[src/rtl/mc_voltage_scaler.sv]
// Per-channel gain scaler: out = sat(in_data * gain[in_ch] / DIV), two-stage valid/ready pipe.
// Define MC_VOLTAGE_SCALER_ROUND_EN to round the quotient half up instead of truncating.
module mc_voltage_scaler #(
  parameter int unsigned IN_W     = 12,
  parameter int unsigned OUT_W    = 12,
  parameter int unsigned CH_N     = 13,
  parameter int unsigned CH_W     = 4,
  parameter int unsigned GAIN_W   = 10,
  parameter int unsigned GAIN_RST = 812,
  parameter int unsigned DIV      = 1000
) (
  input  logic              clk,
  input  logic              rst,
  input  logic              in_valid,
  output logic              in_ready,
  input  logic [CH_W-1:0]   in_ch,
  input  logic [IN_W-1:0]   in_data,
  input  logic              gain_we,
  input  logic [CH_W-1:0]   gain_ch,
  input  logic [GAIN_W-1:0] gain_val,
  output logic              out_valid,
  input  logic              out_ready,
  output logic [CH_W-1:0]   out_ch,
  output logic [OUT_W-1:0]  out_data,
  output logic              out_sat
);

  localparam int unsigned PW = IN_W + GAIN_W;

  localparam logic [PW:0]   DIV_L  = (PW+1)'(DIV);
  localparam logic [PW:0]   MAX_Q  = (PW+1)'((64'd1 << OUT_W) - 64'd1);
  localparam logic [CH_W:0] CH_LIM = (CH_W+1)'(CH_N);
`ifdef MC_VOLTAGE_SCALER_ROUND_EN
  localparam logic [PW:0]   BIAS   = (PW+1)'(DIV / 2);
`else
  localparam logic [PW:0]   BIAS   = '0;
`endif

  logic [GAIN_W-1:0] gain_q [CH_N];
  logic [GAIN_W-1:0] gain_d [CH_N];

  logic            s1_valid_q, s1_valid_d;
  logic [PW-1:0]   s1_prod_q, s1_prod_d;
  logic [CH_W-1:0] s1_ch_q, s1_ch_d;

  logic             s2_valid_q, s2_valid_d;
  logic [CH_W-1:0]  s2_ch_q, s2_ch_d;
  logic [OUT_W-1:0] s2_data_q, s2_data_d;
  logic             s2_sat_q, s2_sat_d;

  logic              s1_adv, s2_adv;
  logic              in_ch_ok, gain_ch_ok;
  logic [GAIN_W-1:0] gain_sel;
  logic [PW:0]       num, quot;
  logic              over;

  always_comb begin
    s2_adv     = !s2_valid_q || out_ready;
    s1_adv     = !s1_valid_q || s2_adv;
    in_ready   = !rst && s1_adv;
    in_ch_ok   = {1'b0, in_ch} < CH_LIM;
    gain_ch_ok = {1'b0, gain_ch} < CH_LIM;
    // Unmapped channels multiply by zero so they flow through as a zero result.
    gain_sel   = in_ch_ok ? gain_q[in_ch] : '0;

    s1_valid_d = s1_valid_q;
    s1_prod_d  = s1_prod_q;
    s1_ch_d    = s1_ch_q;
    if (s1_adv) begin
      s1_valid_d = in_valid;
      if (in_valid) begin
        s1_prod_d = PW'(in_data) * PW'(gain_sel);
        s1_ch_d   = in_ch;
      end
    end

    num  = {1'b0, s1_prod_q} + BIAS;
    quot = num / DIV_L;
    over = quot > MAX_Q;

    s2_valid_d = s2_valid_q;
    s2_ch_d    = s2_ch_q;
    s2_data_d  = s2_data_q;
    s2_sat_d   = s2_sat_q;
    if (s2_adv) begin
      s2_valid_d = s1_valid_q;
      if (s1_valid_q) begin
        s2_ch_d   = s1_ch_q;
        s2_sat_d  = over;
        s2_data_d = over ? MAX_Q[OUT_W-1:0] : quot[OUT_W-1:0];
      end
    end

    // Written value lands at the edge, so a sample in the same cycle still sees the old gain.
    gain_d = gain_q;
    if (gain_we && gain_ch_ok) begin
      gain_d[gain_ch] = gain_val;
    end
  end

  always_ff @(posedge clk) begin
    if (rst) begin
      gain_q     <= '{default: GAIN_W'(GAIN_RST)};
      s1_valid_q <= 1'b0;
      s1_prod_q  <= '0;
      s1_ch_q    <= '0;
      s2_valid_q <= 1'b0;
      s2_ch_q    <= '0;
      s2_data_q  <= '0;
      s2_sat_q   <= 1'b0;
    end else begin
      gain_q     <= gain_d;
      s1_valid_q <= s1_valid_d;
      s1_prod_q  <= s1_prod_d;
      s1_ch_q    <= s1_ch_d;
      s2_valid_q <= s2_valid_d;
      s2_ch_q    <= s2_ch_d;
      s2_data_q  <= s2_data_d;
      s2_sat_q   <= s2_sat_d;
    end
  end

  assign out_valid = s2_valid_q;
  assign out_ch    = s2_ch_q;
  assign out_data  = s2_data_q;
  assign out_sat   = s2_sat_q;

endmodule

[config.mk]
export PLATFORM = sky130hd
export DESIGN_NAME = mc_voltage_scaler
export DESIGN_NICKNAME = d
export VERILOG_FILES = /design/src/rtl/mc_voltage_scaler.sv
export SDC_FILE = /design/constraint.sdc
export NUM_CORES = 1
export LEC_CHECK = 0
export CORE_ASPECT_RATIO = 1.2
export CORE_MARGIN = 3
export CORE_UTILIZATION = 55
export CTS_CLUSTER_DIAMETER = 60
export CTS_CLUSTER_SIZE = 25
export DETAILED_ROUTE_END_ITERATION = 10
export PLACE_DENSITY = 0.74
export SETUP_SLACK_MARGIN = 0.2
export SLEW_MARGIN = 20
export SYNTH_ARGS = -nofsm -noshare
export SYNTH_HDL_FRONTEND = slang
export SYNTH_SLANG_ARGS = --single-unit
[constraint.sdc]
create_clock -name clk -period 14.56 [get_ports clk]
set_clock_uncertainty 0.15 [all_clocks]
set_input_delay 2.912 -clock clk [delete_from_list [all_inputs] [get_ports clk]]
set_output_delay 2.912 -clock clk [all_outputs]
set_load 0.03 [all_outputs]
==> flow_metrics.py <==
metrics = {
    "outcome": {
        "outcome": "complete, no violations",
    },
    "finish": {
        "areaGrowthSynthToFinish_pct": 8.024,
        "final_core_utilization_pct": 60.73,
        "fill_cells": 2277,
        "stdcell_count": 2089,
        "multi_input_area_sq_um": 10470,
        "fin_nets": 1911,
        "final_area_sq_um": 16050,
        "num_antenna_cells": 0,
        "ff_latch_area_sq_um": 3443,
        "drive_gt1_share_pct": 8.666,
    },
    "setup_path": {
        "max_stage_delay_ns": 0.95,
        "critPathMostFrequentCell": "a21oi_1",
        "cp.required_ns": 14.77,
        "crit_path_start": "in_ch[2]",
        "crit_path_end_kind": "register",
        "crit_path_max_fanout": 21,
        "r2r_start": "s1_prod_q[21]",
        "worst_setup_path_start_kind": "input pin",
        "cp_slowest_cell": "nor3_1",
        "cp.arrival_ns": 11.27,
        "critPathKind": "input pin to register",
    },
    "clock_tree": {
        "cts_buffer_depth": 2,
        "ctsHoldBuffers": 0,
        "clkSinkCount": 172,
        "cts_resized": 0,
        "cts_root_buf": "clkbuf_16",
        "clk_pin_slew_ns": 0.08,
        "cts_tree": "done",
        "htreeDepth": 4,
        "post_cts_buffers": 0,
        "cts_buffers": 17,
        "clock_latency_ns": 0.45,
    },
    "global_routing": {
        "grt_pass1_wl_microns": 63560,
        "first_global_vias": 12710,
        "grt_start_max_net_pins": 89,
        "grtUsageTotal_pct": 26.90,
        "gr-total-overflow": 0,
        "antenna_found_initial": 0,
    },
    "drt": {
        "drt-wirelength-per-cell_microns": 18.63,
        "via_count": 13050,
        "wirelength_microns": 38920,
        "viasPerCell": 6.245,
        "first_iter_violations": 858,
        "drc_errors": 0,
        "ant_nets": 0,
        "drt_pre_antenna_iters": 6,
    },
    "floorplanning": {
        "initial_core_util_pct": 56.22,
        "ios": 54,
        "fp.dieArea_sq_um": 29040,
        "die_h_microns": 186.1,
        "rows": 65,
        "core_sq_um": 26430,
        "fp.dieW_microns": 156.1,
    },
    "place": {
        "pre_cts_ws_ns": 3.245,
        "dpl-instance-area_sq_um": 15420,
        "dp_cells": 2057,
        "dp_hpwl_microns": 28140,
        "place_congestion": 0.9150,
        "io_buffers": 53,
    },
    "logic_synthesis": {
        "synth_warnings": 0,
        "synth_top_area_cell": "dfxtp_1",
        "synthTopCellsByArea": "dfxtp_1 (23%), fa_1 (11%), nand2_1 (7.3%), ha_1 (4.8%), mux4_2 (4.5%)",
        "ys_types": 112,
        "yosysSeqAreaShare_pct": 23.17,
        "syn-num-nets": 1948,
        "syn-cell-area_sq_um": 14860,
        "ys_ff_latch": 172,
        "async_flop_share_pct": 0,
        "avgSynthCellArea_sq_um": 8.358,
        "yosysTopAreaCellShare_pct": 23.17,
        "synth_edf_count": 0,
        "synth_ff_type": "dfxtp_1",
        "netlist_instances": 1778,
    },
    "sta": {
        "hold_viol": 0,
        "slew_viol_final": 0,
        "setup_violations": 0,
        "fin_tns_setup_ns": 0,
        "rsz0062_at_grt": "no",
        "layout_setup_ws_ns": 3.502,
        "hold_slack_ns": 0.3040,
        "max_clock_freq_ghz": 0.09043,
        "fin_crit_ns": 11.06,
        "max_slew.worst_pin.slew_ns": 1.109,
        "finalCritPeriodShare_pct": 75.95,
        "relSlewSlack_pct": 25.52,
    },
    "worst_hold_path": {
        "hold_start": "gain_q[96]",
        "hold_path.class": "register to register",
    },
    "power_and_ir_drop": {
        "leakage_nw": 6.263,
        "total_power_mw": 3.087,
        "peakVddDrop_v": 0.0001250,
        "powerDensity_nw_per_um2": 192.3,
    },
    "flow_run": {
        "maxCapViolations": 0,
    },
}
==> final timing paths <==
| check | slack [ns] | cells after the start | endpoint |
|---|---|---|---|
| max | 3.50 | 34 | s1_prod_q[21] |
| min | 0.30 | 2 | gain_q[96] |
| max reg2reg | 4.43 | 27 | out_data[0] |
| min reg2reg | 0.30 | 2 | gain_q[96] |
==> sequential cells by signal, indices dropped and copies added, names as in the netlist <==
signal,count
out_sat,1
out_ch,4
gain_q,130
out_valid,1
s1_prod_q,19
s1_valid_q,1
s1_ch_q,4
out_data,12
==> Yosys cell counts (all sizes together), types with 6 or more instances <==
| library cell | n |
|---|---|
| a41oi | 6 |
| inv | 101 |
| nand3 | 22 |
| o22ai | 10 |
| o31ai | 11 |
| nor3 | 30 |
| o211a | 7 |
| mux4 | 30 |
| nand2b | 12 |
| a21o | 7 |
| a21oi | 107 |
| nand3b | 29 |
| and2 | 64 |
| a211oi | 21 |
| a21boi | 8 |
| fa | 78 |
| o21ai | 33 |
| or2 | 6 |
| or3 | 9 |
| nor4 | 7 |
| and3 | 8 |
| mux2i | 55 |
| o32ai | 12 |
| o221ai | 7 |
| o21bai | 17 |
| nand4 | 15 |
| xnor2 | 36 |
| nor2 | 135 |
| o31a | 6 |
| mux2 | 7 |
| a31oi | 25 |
| clkbuf | 91 |
| o211ai | 21 |
| ha | 57 |
| dfxtp | 172 |
| nor2b | 48 |
| a211o | 45 |
| buf | 42 |
| a221oi | 13 |
| nand2 | 288 |
==> power by group <==
group | leakage (nW) | total, mW | switching [mW] | internal (mW)
clock | 0.306 | 0.483 | 0.233 | 0.250
sequential | 1.40 | 0.566 | 0.0670 | 0.499
combinational | 4.56 | 2.04 | 1.22 | 0.813
total | 6.26 | 3.09 | 1.52 | 1.56
==> cells by family (layout without fill, tap and decap cells) <==
group / count (synthesis) / in the layout / share of synthesized area (%)
flip-flops: 172 / 172 / 23.17
AO/OA/AOI/OAI: 408 / 408 / 21.01
XOR/XNOR: 39 / 39 / 2.526
multiplexers: 92 / 92 / 8.857
AND/OR/NAND/NOR: 692 / 692 / 22.41
buffers and inverters: 236 / 212 / 6.449
adder cells (fa/ha/maj): 139 / 139 / 15.58
==> per-layer routing <==
layer | GRT usage (%) | wire length [microns]
met5 | 0 | 0
met3 | 3.395 | 1613
met1 | 31.70 | 15400
met4 | 10.57 | 1381
met2 | 49.53 | 20520
==> final cells by class <==
type / instances / share of cell area, %
clock buffers: 17 / 2.650
clock inverters: 15 / 1.286
inverters: 103 / 2.408
multi-input cells: 1370 / 65.25
flip-flops and latches: 172 / 21.45
well taps: 335 / 2.611
repair buffers: 77 / 4.349
==> critical path: cells and delay by family <==
| family | cells | cell delay (ns) |
|---|---|---|
| xor gates and xnor gates | 1 | 0.13 |
| buffers and inverters | 6 | 1.48 |
| and+or+nand+nor | 3 | 1.11 |
| adders and majority gates | 6 | 2.63 |
| AOI/OAI and AO/OA | 18 | 2.98 |
==> layout by cell type, fill, tap and decap left out, types with 21 or more instances in the layout <==
master           synthesis  routed
a211o_1                 44      44
nor3_1                  28      25
buf_4                    5      25
nand2_1                288     288
nand3_1                 21      21
nor2_1                 134     134
dfxtp_1                172     172
inv_1                  100     100
xnor2_1                 33      33
mux4_2                  30      30
nor2b_1                 48      48
fa_1                    78      78
a21oi_1                104     104
mux2i_1                 54      54
ha_1                    57      57
and2_1                  64      64
a31oi_1                 21      21
clkdlybuf4s50_1          0      50
nand3b_1                29      29
No activity file was read; power rests on OpenSTA's default activity.
